**config.mk**
```make
export PLATFORM = sky130hd
export DESIGN_NAME = turn_scheduler
export DESIGN_NICKNAME = d
export VERILOG_FILES = /design/src/rtl/game_pkg.sv /design/src/rtl/tick_divider.sv /design/src/rtl/turn_scheduler.sv
export SDC_FILE = /design/constraint.sdc
export NUM_CORES = 1
export LEC_CHECK = 0
export BUFFER_PORTS_ARGS = -buffer_cell sky130_fd_sc_hd__buf_4
export CORE_MARGIN = 5
export CORE_UTILIZATION = 60
export CTS_CLUSTER_SIZE = 40
export DETAILED_ROUTE_END_ITERATION = 10
export HOLD_SLACK_MARGIN = 0.08
export PLACE_DENSITY = 0.79
export SLEW_MARGIN = 20
export SYNTH_ARGS = -nofsm -noshare
export SYNTH_HDL_FRONTEND = slang
export SYNTH_SLANG_ARGS = --single-unit
```
**constraint.sdc**
```tcl
create_clock -name clk -period 3.5 [get_ports clk]
set_input_delay 0.175 -clock clk [delete_from_list [all_inputs] [get_ports clk]]
set_output_delay 0.175 -clock clk [all_outputs]
set_load 0.005 [all_outputs]
```
**src/rtl/game_pkg.sv**
```systemverilog
// Shared types for the two-player turn scheduler: FSM states and the
// selected_player encodings seen by direction_control.
package game_pkg;

  typedef enum logic [2:0] {
    IDLE,
    P1_TURN,
    HANDOVER,
    P2_TURN,
    OVER
  } sched_state_t;

  localparam logic [1:0] SEL_NONE = 2'b00;
  localparam logic [1:0] SEL_P1   = 2'b01;
  localparam logic [1:0] SEL_HOLD = 2'b10;
  localparam logic [1:0] SEL_P2   = 2'b11;

  function automatic logic [1:0] sel_of(sched_state_t s);
    case (s)
      IDLE:    return SEL_NONE;
      P1_TURN: return SEL_P1;
      P2_TURN: return SEL_P2;
      default: return SEL_HOLD;
    endcase
  endfunction

endpackage

```
**src/rtl/tick_divider.sv**
```systemverilog
// Free-running move-tick divider. The tick strobe is combinational and fires in
// the last cycle of each window; run=0 parks the count at 0.
module tick_divider #(
  parameter int TICK_CYCLES = 8_125_000
) (
  input  logic clk,
  input  logic rst_n,
  input  logic run,
  output logic tick
);

  localparam int CW = (TICK_CYCLES > 2) ? $clog2(TICK_CYCLES) : 1;

  logic [CW-1:0] cnt_q;

  assign tick = run && (cnt_q == CW'(TICK_CYCLES - 1));

  always_ff @(posedge clk or negedge rst_n) begin
    if (!rst_n)              cnt_q <= '0;
    else if (!run || tick)   cnt_q <= '0;
    else                     cnt_q <= cnt_q + 1'b1;
  end

endmodule

```
**src/rtl/turn_scheduler.sv**
```systemverilog
// Shares one mouse between two snake players: paces moves with a periodic tick,
// hands control over on turn/idle limits and forwards clicks aligned to the tick.
module turn_scheduler
  import game_pkg::*;
#(
  parameter int TICK_CYCLES = 8_125_000,
  parameter int TURN_TICKS  = 40,
  parameter int IDLE_TICKS  = 8
) (
  input  logic       clk,
  input  logic       rst_n,
  input  logic       game_start,
  input  logic       game_over,
  input  logic       mouse_left,
  input  logic       mouse_right,
  output logic [1:0] selected_player,
  output logic       move_tick,
  output logic       cmd_left,
  output logic       cmd_right,
  output logic [7:0] turn_count
);

  localparam int TW = $clog2(TURN_TICKS + 1);
  localparam int IW = $clog2(IDLE_TICKS + 1);

  sched_state_t  state_q, state_d;
  logic [1:0]    pend_q, pend_d;   // {right, left}; at most one bit set
  logic [TW-1:0] turn_q, turn_d;
  logic [IW-1:0] idle_q, idle_d;
  logic          prev_l_q, prev_r_q, last_p2_q;
  logic [1:0]    sel_q;
  logic          tick_q, cl_q, cr_q;
  logic [7:0]    tc_q;

  logic in_turn, playing, strobe, l_rise, r_rise, enter_ho;

  assign in_turn = (state_q == P1_TURN) || (state_q == P2_TURN);
  assign playing = in_turn || (state_q == HANDOVER);
  assign l_rise  = mouse_left  & ~prev_l_q;
  assign r_rise  = mouse_right & ~prev_r_q;

  // game_over always leaves the playing states, so gating it here restarts the
  // count on every state entry and suppresses a tick on the way out.
  tick_divider #(.TICK_CYCLES(TICK_CYCLES)) u_div (
    .clk  (clk),
    .rst_n(rst_n),
    .run  (playing && !game_over),
    .tick (strobe)
  );

  always_comb begin
    state_d = state_q;
    case (state_q)
      IDLE: if (game_start) state_d = P1_TURN;
      OVER: if (game_start && !game_over) state_d = IDLE;
      P1_TURN, P2_TURN: begin
        if (game_over) state_d = OVER;
        else if (strobe && ((turn_q == TW'(TURN_TICKS - 1)) ||
                            (pend_q == 2'b00 && idle_q == IW'(IDLE_TICKS - 1))))
          state_d = HANDOVER;
      end
      HANDOVER: begin
        if (game_over)   state_d = OVER;
        else if (strobe) state_d = last_p2_q ? P1_TURN : P2_TURN;
      end
      default: state_d = IDLE;
    endcase
  end

  assign enter_ho = (state_d == HANDOVER) && (state_q != HANDOVER);

  // A click seen in the strobe cycle is kept for the following window.
  always_comb begin
    pend_d = pend_q;
    turn_d = turn_q;
    idle_d = idle_q;
    if (state_d != state_q) begin
      pend_d = '0;
      turn_d = '0;
      idle_d = '0;
    end else if (in_turn) begin
      if (strobe) begin
        pend_d = '0;
        turn_d = turn_q + 1'b1;
        idle_d = (pend_q != 2'b00) ? '0 : idle_q + 1'b1;
      end
      if (pend_d == 2'b00 && (l_rise ^ r_rise)) pend_d = {r_rise, l_rise};
    end
  end

  always_ff @(posedge clk or negedge rst_n) begin
    if (!rst_n) begin
      state_q   <= IDLE;
      pend_q    <= '0;
      turn_q    <= '0;
      idle_q    <= '0;
      prev_l_q  <= 1'b0;
      prev_r_q  <= 1'b0;
      last_p2_q <= 1'b0;
      sel_q     <= SEL_NONE;
      tick_q    <= 1'b0;
      cl_q      <= 1'b0;
      cr_q      <= 1'b0;
      tc_q      <= '0;
    end else begin
      state_q  <= state_d;
      pend_q   <= pend_d;
      turn_q   <= turn_d;
      idle_q   <= idle_d;
      prev_l_q <= mouse_left;
      prev_r_q <= mouse_right;
      sel_q    <= sel_of(state_d);
      tick_q   <= strobe;
      cl_q     <= strobe & pend_q[0];
      cr_q     <= strobe & pend_q[1];
      if (enter_ho) begin
        last_p2_q <= (state_q == P2_TURN);
        if (tc_q != 8'hFF) tc_q <= tc_q + 1'b1;
      end
    end
  end

  assign selected_player = sel_q;
  assign move_tick       = tick_q;
  assign cmd_left        = cl_q;
  assign cmd_right       = cr_q;
  assign turn_count      = tc_q;

endmodule

```
==> results.sh, run 1 <==
export IMPL_ff2ff_path_depth=6
export IMPL_ys_flop_type="dfrtp_1"
export IMPL_grt_overflow=0
export IMPL_drt_wl_total_mm=4.94
export IMPL_htree_levels=2
export IMPL_power_leakage_nw=1.29
export IMPL_fp_dieH_um=77.4
export IMPL_core_area_um2=4380
export IMPL_period_needed_ps=2510
export IMPL_placed_cells=333
export IMPL_path_max_fanout=12
export IMPL_syn_nets=279
export IMPL_drt_pass1_iter_count=4
export IMPL_ios=19
export IMPL_tritoncts="done"
export IMPL_skew_ps=7.26
export IMPL_n_antenna_cell=0
export IMPL_status="finished clean"
export IMPL_clk_pin_slew_ps=90
export IMPL_hold_start="game_over"
export IMPL_dieWidth_um=77.4
export IMPL_setup_violations_final=0
export IMPL_synth_area_leaders="dfrtp_1 50%, xnor2_1 7.4%, nor2_1 5.2%"
export IMPL_maxCapViolations=0
export IMPL_grt_pass1_vias=1863
export IMPL_ys_seq_area_frac=0.496
export IMPL_gp_congestion=0.907
export IMPL_grt_max_degree=55
export IMPL_synth_area_um2=2730
export IMPL_max_slew_margin=0.371
export IMPL_utilization=0.689
export IMPL_synthArstFlopShare=1.00
export IMPL_nFillCells=346
export IMPL_grt_pass1_wl_mm=8.56
export IMPL_initial_utilization=0.622
export IMPL_ys_types=47
export IMPL_end_kind="flop"
export IMPL_dpl_hpwl_mm=3.49
export IMPL_hold_violations=0
export IMPL_criticalPathCategory="flop to flop"
export IMPL_hold_class="primary input to flop"
export IMPL_synth_edff_count=0
export IMPL_max_freq_mhz=398
export IMPL_cts_buffers=5
export IMPL_critPathRequiredTime_ps=3650
export IMPL_ys_warn_count=0
export IMPL_worstHoldEndpoint="state_q[2]$_DFF_PN0_"
export IMPL_layout_cells_non_filler=344
export IMPL_nets=301
export IMPL_netlist_area_leader_share=0.496
export IMPL_num_rows=24
export IMPL_synth_area_leader_cell="dfrtp_1"
export IMPL_finalCritPeriodShare=0.718
export IMPL_postSynthCellCount=269
export IMPL_worstSetupStartpointType="flop"
export IMPL_ir_drop_mv=0.184
export IMPL_drc=0
export IMPL_drtAntennaViolNets=0
export IMPL_avgSynthCellArea_um2=10.1
export IMPL_r2r_end="idle_q[3]$_DFFE_PN0P_"
export IMPL_cts_resized=0
export IMPL_cp_arrival_ps=2660
export IMPL_clock_sinks=54
export IMPL_clock_latency_ps=300
export IMPL_hold_path_depth=3
export IMPL_num_vias=1999
export IMPL_synth_seq_cells=54
export IMPL_die_area_um2=5990
export IMPL_cts_path_max_buffers=2
export IMPL_drtIter0Drc=108
export IMPL_rsz0062_at_grt="false"
export IMPL_worst_pin_slew_ps=943
export IMPL_routed_via_density=5.81
export IMPL_r2r_start="u_div.cnt_q[0]$_DFF_PN0_"
export IMPL_syn_to_final_growth_pct=10.8
export IMPL_antenna_found_initial=0
export IMPL_avgRoutedWirePerCell_um=14.4
export IMPL_placement_io_buffers=18
export IMPL_cts_root_buf="clkbuf_8"
export IMPL_fin_setup_tns_ps=0
export IMPL_reg2reg_slack_ps=990
export IMPL_drive_gt1_frac=0.140
export IMPL_power_density_nw_per_um2=396
export IMPL_maxSlewViolCount=0
export IMPL_grt_usage=0.173
==> metrics by stage <==
step	hold WS (ps)	total power, mW	worst slack [ps]	area [um2]
floorplan	-121	0.799	1550	2730
global placement	248	0.852	1120	2900
detailed placement	254	0.854	1020	2900
CTS	185	1.21	1020	3020
global route	235	1.27	871	3020
finish	200	1.20	987	3020
==> layout by cell type, fill, tap and decap left out, types with 6 or more instances in the layout <==
cell,instances
nor2_1,38
nor3_1,9
xnor2_1,23
xor2_1,7
nand4_1,9
inv_1,7
clkbuf_8,6
nand3_1,18
and3_1,6
a21oi_1,6
buf_4,18
dfrtp_1,54
nand2_1,24
==> critical path, cell delays in order, from the launching register on <==
cell and delay [ps]:
dfrtp_1 440, ha_1 330, and4bb_1 250, nand3_2 180, a211o_1 280, a22oi_1 750, nor2_1 130
==> routing by layer <==
| layer | GRT usage | vias up | routed length (um) |
|---|---|---|---|
| met5 | 0 | - | 0 |
| met4 | 0.0601 | 0 | 74 |
| met3 | 0.0405 | 7 | 211 |
| met2 | 0.287 | 37 | 2370 |
| met1 | 0.224 | 964 | 2290 |
| li1 | - | 991 | - |
==> what timing repair did <==
item,4_1_cts,5_1_grt
endpoints found under the hold margin,56,0
hold buffers,3,0
setup buffers,0,0
==> logic make-up after synthesis <==
kind of cell | synth area share
compound gates | 0.0487
xor+xnor | 0.0964
fa+ha+maj | 0.0184
buf+inv | 0.0207
flops | 0.496
mux | 0.0174
simple gates | 0.303
==> synthesized netlist by cell type, types with 2 or more instances <==
master	n
nand2_1	24
nor3_2	3
nor2_1	38
xor2_1	7
nand3_1	18
nand4_1	9
and4bb_1	2
a22oi_1	3
buf_2	6
ha_1	4
nor3_1	9
o21ai_0	4
nand4b_1	3
xnor2_1	23
nand2b_1	4
and2_2	2
nor4_1	3
o32ai_1	2
inv_1	7
a21oi_1	6
and4_1	3
mux2_1	3
and3_1	6
and3_2	2
dfrtp_1	54
nand3b_1	3
==> sequential cells by signal, summed over array words and instances, names as in the netlist <==
name	cells
u_div.cnt_q	23
selected_player	2
last_p2_q	1
prev_r_q	1
cmd_left	1
turn_q	6
cmd_right	1
idle_q	4
pend_q	2
move_tick	1
turn_count	8
prev_l_q	1
state_q	3
==> cell type report <==
cell class                      instances  area [um2]  share of cell area
Clock buffer                            6        82.6              0.0273
Clock inverter                          2        12.5             0.00414
Inverter                                7        26.3             0.00870
Multi-Input combinational cell        202        1320               0.436
Sequential cell                        54        1350               0.447
Tap cell                               52        65.1              0.0215
Timing Repair Buffer                   21         165              0.0547
==> worst max path at each step <==
stage | startpoint | end | cells past startpoint
5_1_grt | u_div.cnt_q[0]$_DFF_PN0_ | turn_q[0]$_DFFE_PN0P_ | 6
6_report | u_div.cnt_q[0]$_DFF_PN0_ | idle_q[3]$_DFFE_PN0P_ | 6
2_1_floorplan | u_div.cnt_q[0]$_DFF_PN0_ | turn_count[1]$_DFFE_PN0P_ | 7
4_1_cts | u_div.cnt_q[0]$_DFF_PN0_ | idle_q[3]$_DFFE_PN0P_ | 6
3_5_place_dp | u_div.cnt_q[0]$_DFF_PN0_ | idle_q[3]$_DFFE_PN0P_ | 6
3_3_place_gp | u_div.cnt_q[0]$_DFF_PN0_ | turn_q[3]$_DFFE_PN0P_ | 6
==> where the power goes <==
part	leakage [nW]	internal [mW]	switching, mW	total [mW]
registers	0.739	0.651	0.0357	0.687
clock network	0.0472	0.159	0.194	0.353
logic	0.500	0.0574	0.0988	0.156
(Power assumes the default switching activity.)
==> inputs of run 2 (changes only) <==
==> constraint.sdc (replaced) <==
create_clock -name clk -period 2.4 [get_ports clk]
set_input_delay 0.12 -clock clk [delete_from_list [all_inputs] [get_ports clk]]
set_output_delay 0.12 -clock clk [all_outputs]
set_load 0.005 [all_outputs]
==> run 2 against run 1 <==
Clock-buffer cell count is the same. Clock skew is essentially flat. Critical path depth is the same. Sequential power grew 46%. Hold slack lost 43 ps. First-iteration DRC count grew 45%. Global-route usage grew 1.2 points. Cell count grew 0.29%. Highest routed layer unchanged. Largest power group unchanged. Utilization grew 0.74 points. Critical endpoint is now turn_count[1]$_DFFE_PN0P_.
==> results.sh, run 2 (synthesis results as in run 1) <==
export IMPL_core_area_um2=4380
export IMPL_tritoncts="done"
export IMPL_cts_setup_buffers=0
export IMPL_cts_hold_buf=3
export IMPL_r2r_end="turn_count[1]$_DFFE_PN0P_"
export IMPL_critPathRequiredTime_ps=2590
export IMPL_placement_io_buffers=18
export IMPL_holdWs_ps=157
export IMPL_worstSetupEndpoint="turn_count[1]$_DFFE_PN0P_"
export IMPL_hold_violations=0
export IMPL_syn_to_final_growth_pct=12.0
export IMPL_worstSetupStartpointType="flop"
export IMPL_dpl_hpwl_mm=3.53
export IMPL_power_total_mw=1.86
export IMPL_max_freq_mhz=455
export IMPL_criticalPathCategory="flop to flop"
export IMPL_period_needed_ps=2200
export IMPL_drt_wl_total_mm=5.07
export IMPL_routed_via_density=5.82
export IMPL_gp_congestion=0.845
export IMPL_startpoint="u_div.cnt_q[0]$_DFF_PN0_"
export IMPL_nFillCells=342
export IMPL_final_cell_mix="54 x dfrtp_1, 38 x nor2_1, 24 x nand2_1"
export IMPL_max_slew_margin=0.560
export IMPL_dp_slack_ps=227
export IMPL_fin_setup_tns_ps=0
export IMPL_worst_pin_slew_ps=660
export IMPL_power_density_nw_per_um2=609
export IMPL_grt_pass1_vias=1980
export IMPL_die_area_um2=5990
export IMPL_htree_levels=2
export IMPL_largest_reg_flops=23
export IMPL_antenna_found_initial=0
export IMPL_drive_gt1_frac=0.143
export IMPL_num_vias=2008
export IMPL_ios=19
export IMPL_reg2reg_slack_ps=200
export IMPL_drc=0
export IMPL_skew_ps=7.23
export IMPL_clock_latency_ps=300
export IMPL_num_rows=24
export IMPL_ir_drop_mv=0.348
export IMPL_grt_usage=0.186
export IMPL_cp_arrival_ps=2380
export IMPL_clock_sinks=54
export IMPL_grt_max_degree=55
export IMPL_avgRoutedWirePerCell_um=14.7
export IMPL_drt_pass1_iter_count=4
export IMPL_final_common_cell="dfrtp_1"
export IMPL_rsz0062_at_grt="false"
export IMPL_dieWidth_um=77.4
export IMPL_ff2ff_path_depth=6
export IMPL_drtIter0Drc=157
export IMPL_cts_path_max_buffers=2
export IMPL_r2r_start="u_div.cnt_q[0]$_DFF_PN0_"
export IMPL_path_max_fanout=9
export IMPL_power_leakage_nw=1.31
export IMPL_hold_path_depth=3
export IMPL_hold_class="primary input to flop"
export IMPL_setup_ws_ps=203
export IMPL_maxCapViolations=0
export IMPL_cts_root_buf="clkbuf_8"
export IMPL_drtAntennaViolNets=0
export IMPL_cts_buffers=5
export IMPL_regMostFlops="u_div.cnt_q"
export IMPL_fp_dieH_um=77.4
export IMPL_nets=303
export IMPL_maxSlewViolCount=0
export IMPL_grt_overflow=0
export IMPL_cts_resized=0
export IMPL_grt_pass1_wl_mm=9.23
export IMPL_setup_violations_final=0
export IMPL_utilization=0.697
export IMPL_clk_pin_slew_ps=90
export IMPL_end_kind="flop"
export IMPL_status="finished clean"
export IMPL_n_antenna_cell=0
export IMPL_initial_utilization=0.622
export IMPL_finalCritPeriodShare=0.915
[run 2: cell type report]
cell class                      instances  area (um2)  area share
Clock inverter                          1        30.0     0.00983
Multi-Input combinational cell        202        1320       0.432
Tap cell                               52        65.1      0.0213
Sequential cell                        54        1350       0.442
Timing Repair Buffer                   23         180      0.0590
Inverter                                7        26.3     0.00860
Clock buffer                            6        82.6      0.0270
[run 2: critical path, stage by stage (launching register included)]
cell and delay (ps):
dfrtp_1 440, ha_1 330, and4bb_1 240, nand3_2 190
nor3_4 390, nand2_1 150, mux2_1 330
[run 2: worst min path at each step]
stage,slack [ps],endpoint,start
floorplan,-180,cmd_left$_DFF_PN0_,rst_n
global placement,200,prev_r_q$_DFF_PN0_,rst_n
detailed placement,200,prev_r_q$_DFF_PN0_,rst_n
CTS,150,state_q[2]$_DFF_PN0_,game_over
global route,170,state_q[0]$_DFF_PN0_,game_over
finish,160,state_q[2]$_DFF_PN0_,game_over
[run 2: layer usage]
metal | share of wire | GRT usage | wire (um) | vias to the layer above
met4 | 0.010 | 0.0481 | 51 | 0
met3 | 0.043 | 0.0451 | 220 | 5
met5 | 0 | 0 | 0 | -
li1 | - | - | - | 993
met2 | 0.47 | 0.286 | 2400 | 37
met1 | 0.47 | 0.265 | 2410 | 973
[run 2: where the power goes]
| group | internal [mW] | total [mW] | switching (mW) |
|---|---|---|---|
| sequential | 0.950 | 1.00 | 0.0524 |
| combinational | 0.0996 | 0.250 | 0.150 |
| clock | 0.334 | 0.609 | 0.275 |
| total | 1.38 | 1.86 | 0.478 |
[run 2: metrics by stage]
| step | area (um2) | instances |
|---|---|---|
| after global placement | 2910 | 335 |
| after CTS | 3050 | 345 |
| final | 3050 | 345 |
| after floorplan | 2730 | 269 |
| after detailed placement | 2910 | 335 |
| after global routing | 3050 | 345 |
==> inputs of run 3 (changes only) <==
--- a/config.mk
+++ b/config.mk
@@ -12,6 +12,7 @@
 export DETAILED_ROUTE_END_ITERATION = 10
 export HOLD_SLACK_MARGIN = 0.08
 export PLACE_DENSITY = 0.79
+export RECOVER_POWER = 100
 export SLEW_MARGIN = 20
 export SYNTH_ARGS = -nofsm -noshare
 export SYNTH_HDL_FRONTEND = slang
==> run 3 against run 2 <==
Design area is 0.16% lower. Largest cell class unchanged. Non-clock buffer count stayed put. Sequential cell count did not move. Clock skew about the same. Cell count unchanged.
==> results.sh, run 3 (synthesis results as in run 1) <==
export IMPL_htree_levels=2
export IMPL_cts_setup_buffers=0
export IMPL_placement_io_buffers=18
export IMPL_holdWs_ps=157
export IMPL_power_density_nw_per_um2=609
export IMPL_final_cell_mix="54 x dfrtp_1, 38 x nor2_1, 24 x nand2_1"
export IMPL_grt_pass1_vias=1980
export IMPL_initial_utilization=0.622
export IMPL_avgRoutedWirePerCell_um=14.7
export IMPL_largest_reg_flops=23
export IMPL_antenna_found_initial=0
export IMPL_worst_pin_slew_ps=1310
export IMPL_cts_path_max_buffers=2
export IMPL_swShare=0.257
export IMPL_seq_area_um2=1350
export IMPL_drt_pass1_iter_count=4
export IMPL_p_int_mw=1.38
export IMPL_maxSlewViolCount=0
export IMPL_cp_arrival_ps=2390
export IMPL_p_switching_mw=0.477
export IMPL_syn_to_final_growth_pct=11.8
export IMPL_setup_violations_final=0
export IMPL_path_max_fanout=9
export IMPL_max_slew_margin=0.123
export IMPL_core_area_um2=4380
export IMPL_dieWidth_um=77.4
export IMPL_multi_input_area_um2=1320
export IMPL_cp_cell_sequence="ha_1, and4bb_1, nand3_2, nor3_4, nand2_1, mux2_1"
export IMPL_period_needed_ps=2200
export IMPL_cts_root_buf="clkbuf_8"
export IMPL_p_clk_frac=0.327
export IMPL_skew_ps=7.73
export IMPL_drive_gt1_frac=0.137
export IMPL_p_comb_frac=0.134
export IMPL_critPathRequiredTime_ps=2590
export IMPL_hold_violations=0
export IMPL_drc=0
export IMPL_grt_usage=0.186
export IMPL_rsz0062_at_grt="false"
export IMPL_reg2reg_slack_ps=200
export IMPL_clock_sinks=54
export IMPL_dpl_hpwl_mm=3.53
export IMPL_ir_drop_mv=0.347
export IMPL_nFillCells=345
export IMPL_clk_pin_slew_ps=90
export IMPL_p_seq_frac=0.539
export IMPL_fp_dieH_um=77.4
export IMPL_tritoncts="done"
export IMPL_critical_path_slowest_cell="dfrtp_1"
export IMPL_status="finished clean"
export IMPL_hold_class="primary input to flop"
export IMPL_regMostFlops="u_div.cnt_q"
export IMPL_end_kind="flop"
export IMPL_die_area_um2=5990
export IMPL_grt_pass1_wl_mm=9.23
export IMPL_max_freq_mhz=454
export IMPL_grt_overflow=0
export IMPL_cts_buffers=5
export IMPL_drtIter0Drc=151
export IMPL_cts_resized=0
export IMPL_num_vias=2027
export IMPL_ios=19
export IMPL_nets=303
export IMPL_clock_latency_ps=300
export IMPL_gp_congestion=0.845
export IMPL_n_antenna_cell=0
export IMPL_worstSetupStartpointType="flop"
export IMPL_grt_max_degree=55
export IMPL_routed_via_density=5.88
export IMPL_power_leakage_nw=1.30
export IMPL_maxCapViolations=0
export IMPL_finalCritPeriodShare=0.919
export IMPL_max_stage_delay_ps=440
export IMPL_num_rows=24
export IMPL_cts_hold_buf=3
export IMPL_drt_wl_total_mm=5.07
export IMPL_fin_setup_tns_ps=0
export IMPL_drtAntennaViolNets=0
export IMPL_criticalPathCategory="flop to flop"
export IMPL_final_common_cell="dfrtp_1"
## run 3: power groups by stage
stage                     clock [mW]  sequential [mW]  combinational, mW
after floorplan                    0            0.996              0.170
after global placement             0             1.02              0.246
after detailed placement           0             1.02              0.249
after CTS                      0.630             1.00              0.254
after global routing           0.673             1.01              0.282
final                          0.608             1.00              0.248
## run 3: critical path: cells and delay by family, from the launching register on
family        cells  cell delay (ps)
mux               1              330
flops             1              440
fa+ha+maj         1              330
simple gates      4              980
## run 3: area by class of cell
class,instances,area share
Clock buffer,6,0.0271
Clock inverter,1,0.00985
Inverter,7,0.00862
Multi-Input combinational cell,202,0.432
Sequential cell,54,0.443
Tap cell,52,0.0213
Timing Repair Buffer,23,0.0583
## run 3: worst paths after layout
check	endpoint	startpoint	cells past startpoint
max	turn_count[1]$_DFFE_PN0P_	u_div.cnt_q[0]$_DFF_PN0_	6
max in group asynchronous	u_div.cnt_q[17]$_DFF_PN0_	rst_n	2
min reg2reg	turn_count[5]$_DFFE_PN0P_	turn_count[5]$_DFFE_PN0P_	1
max reg2reg	turn_count[1]$_DFFE_PN0P_	u_div.cnt_q[0]$_DFF_PN0_	6
min in group asynchronous	pend_q[0]$_DFFE_PN0P_	rst_n	2
min	state_q[2]$_DFF_PN0_	game_over	3
## run 3: stage by stage
step	cells	instance area, um2	setup WS, ps	util	power [mW]
detailed placement	335	2910	227	0.664	1.27
finish	345	3050	195	0.695	1.86
floorplan	269	2730	455	-	1.17
CTS	345	3050	219	0.697	1.89
global placement	335	2910	297	0.664	1.26
global route	345	3050	47.7	0.695	1.96
## run 3: routing by layer
metal  GRT usage  share of wire  vias to the layer above  wire length [um]
li1            -              -                      992                 -
met1       0.265           0.48                      988              2420
met2       0.286           0.47                       42              2390
met3      0.0451          0.040                        5               202
met4      0.0481          0.010                        0                51
met5           0              0                        -                 0
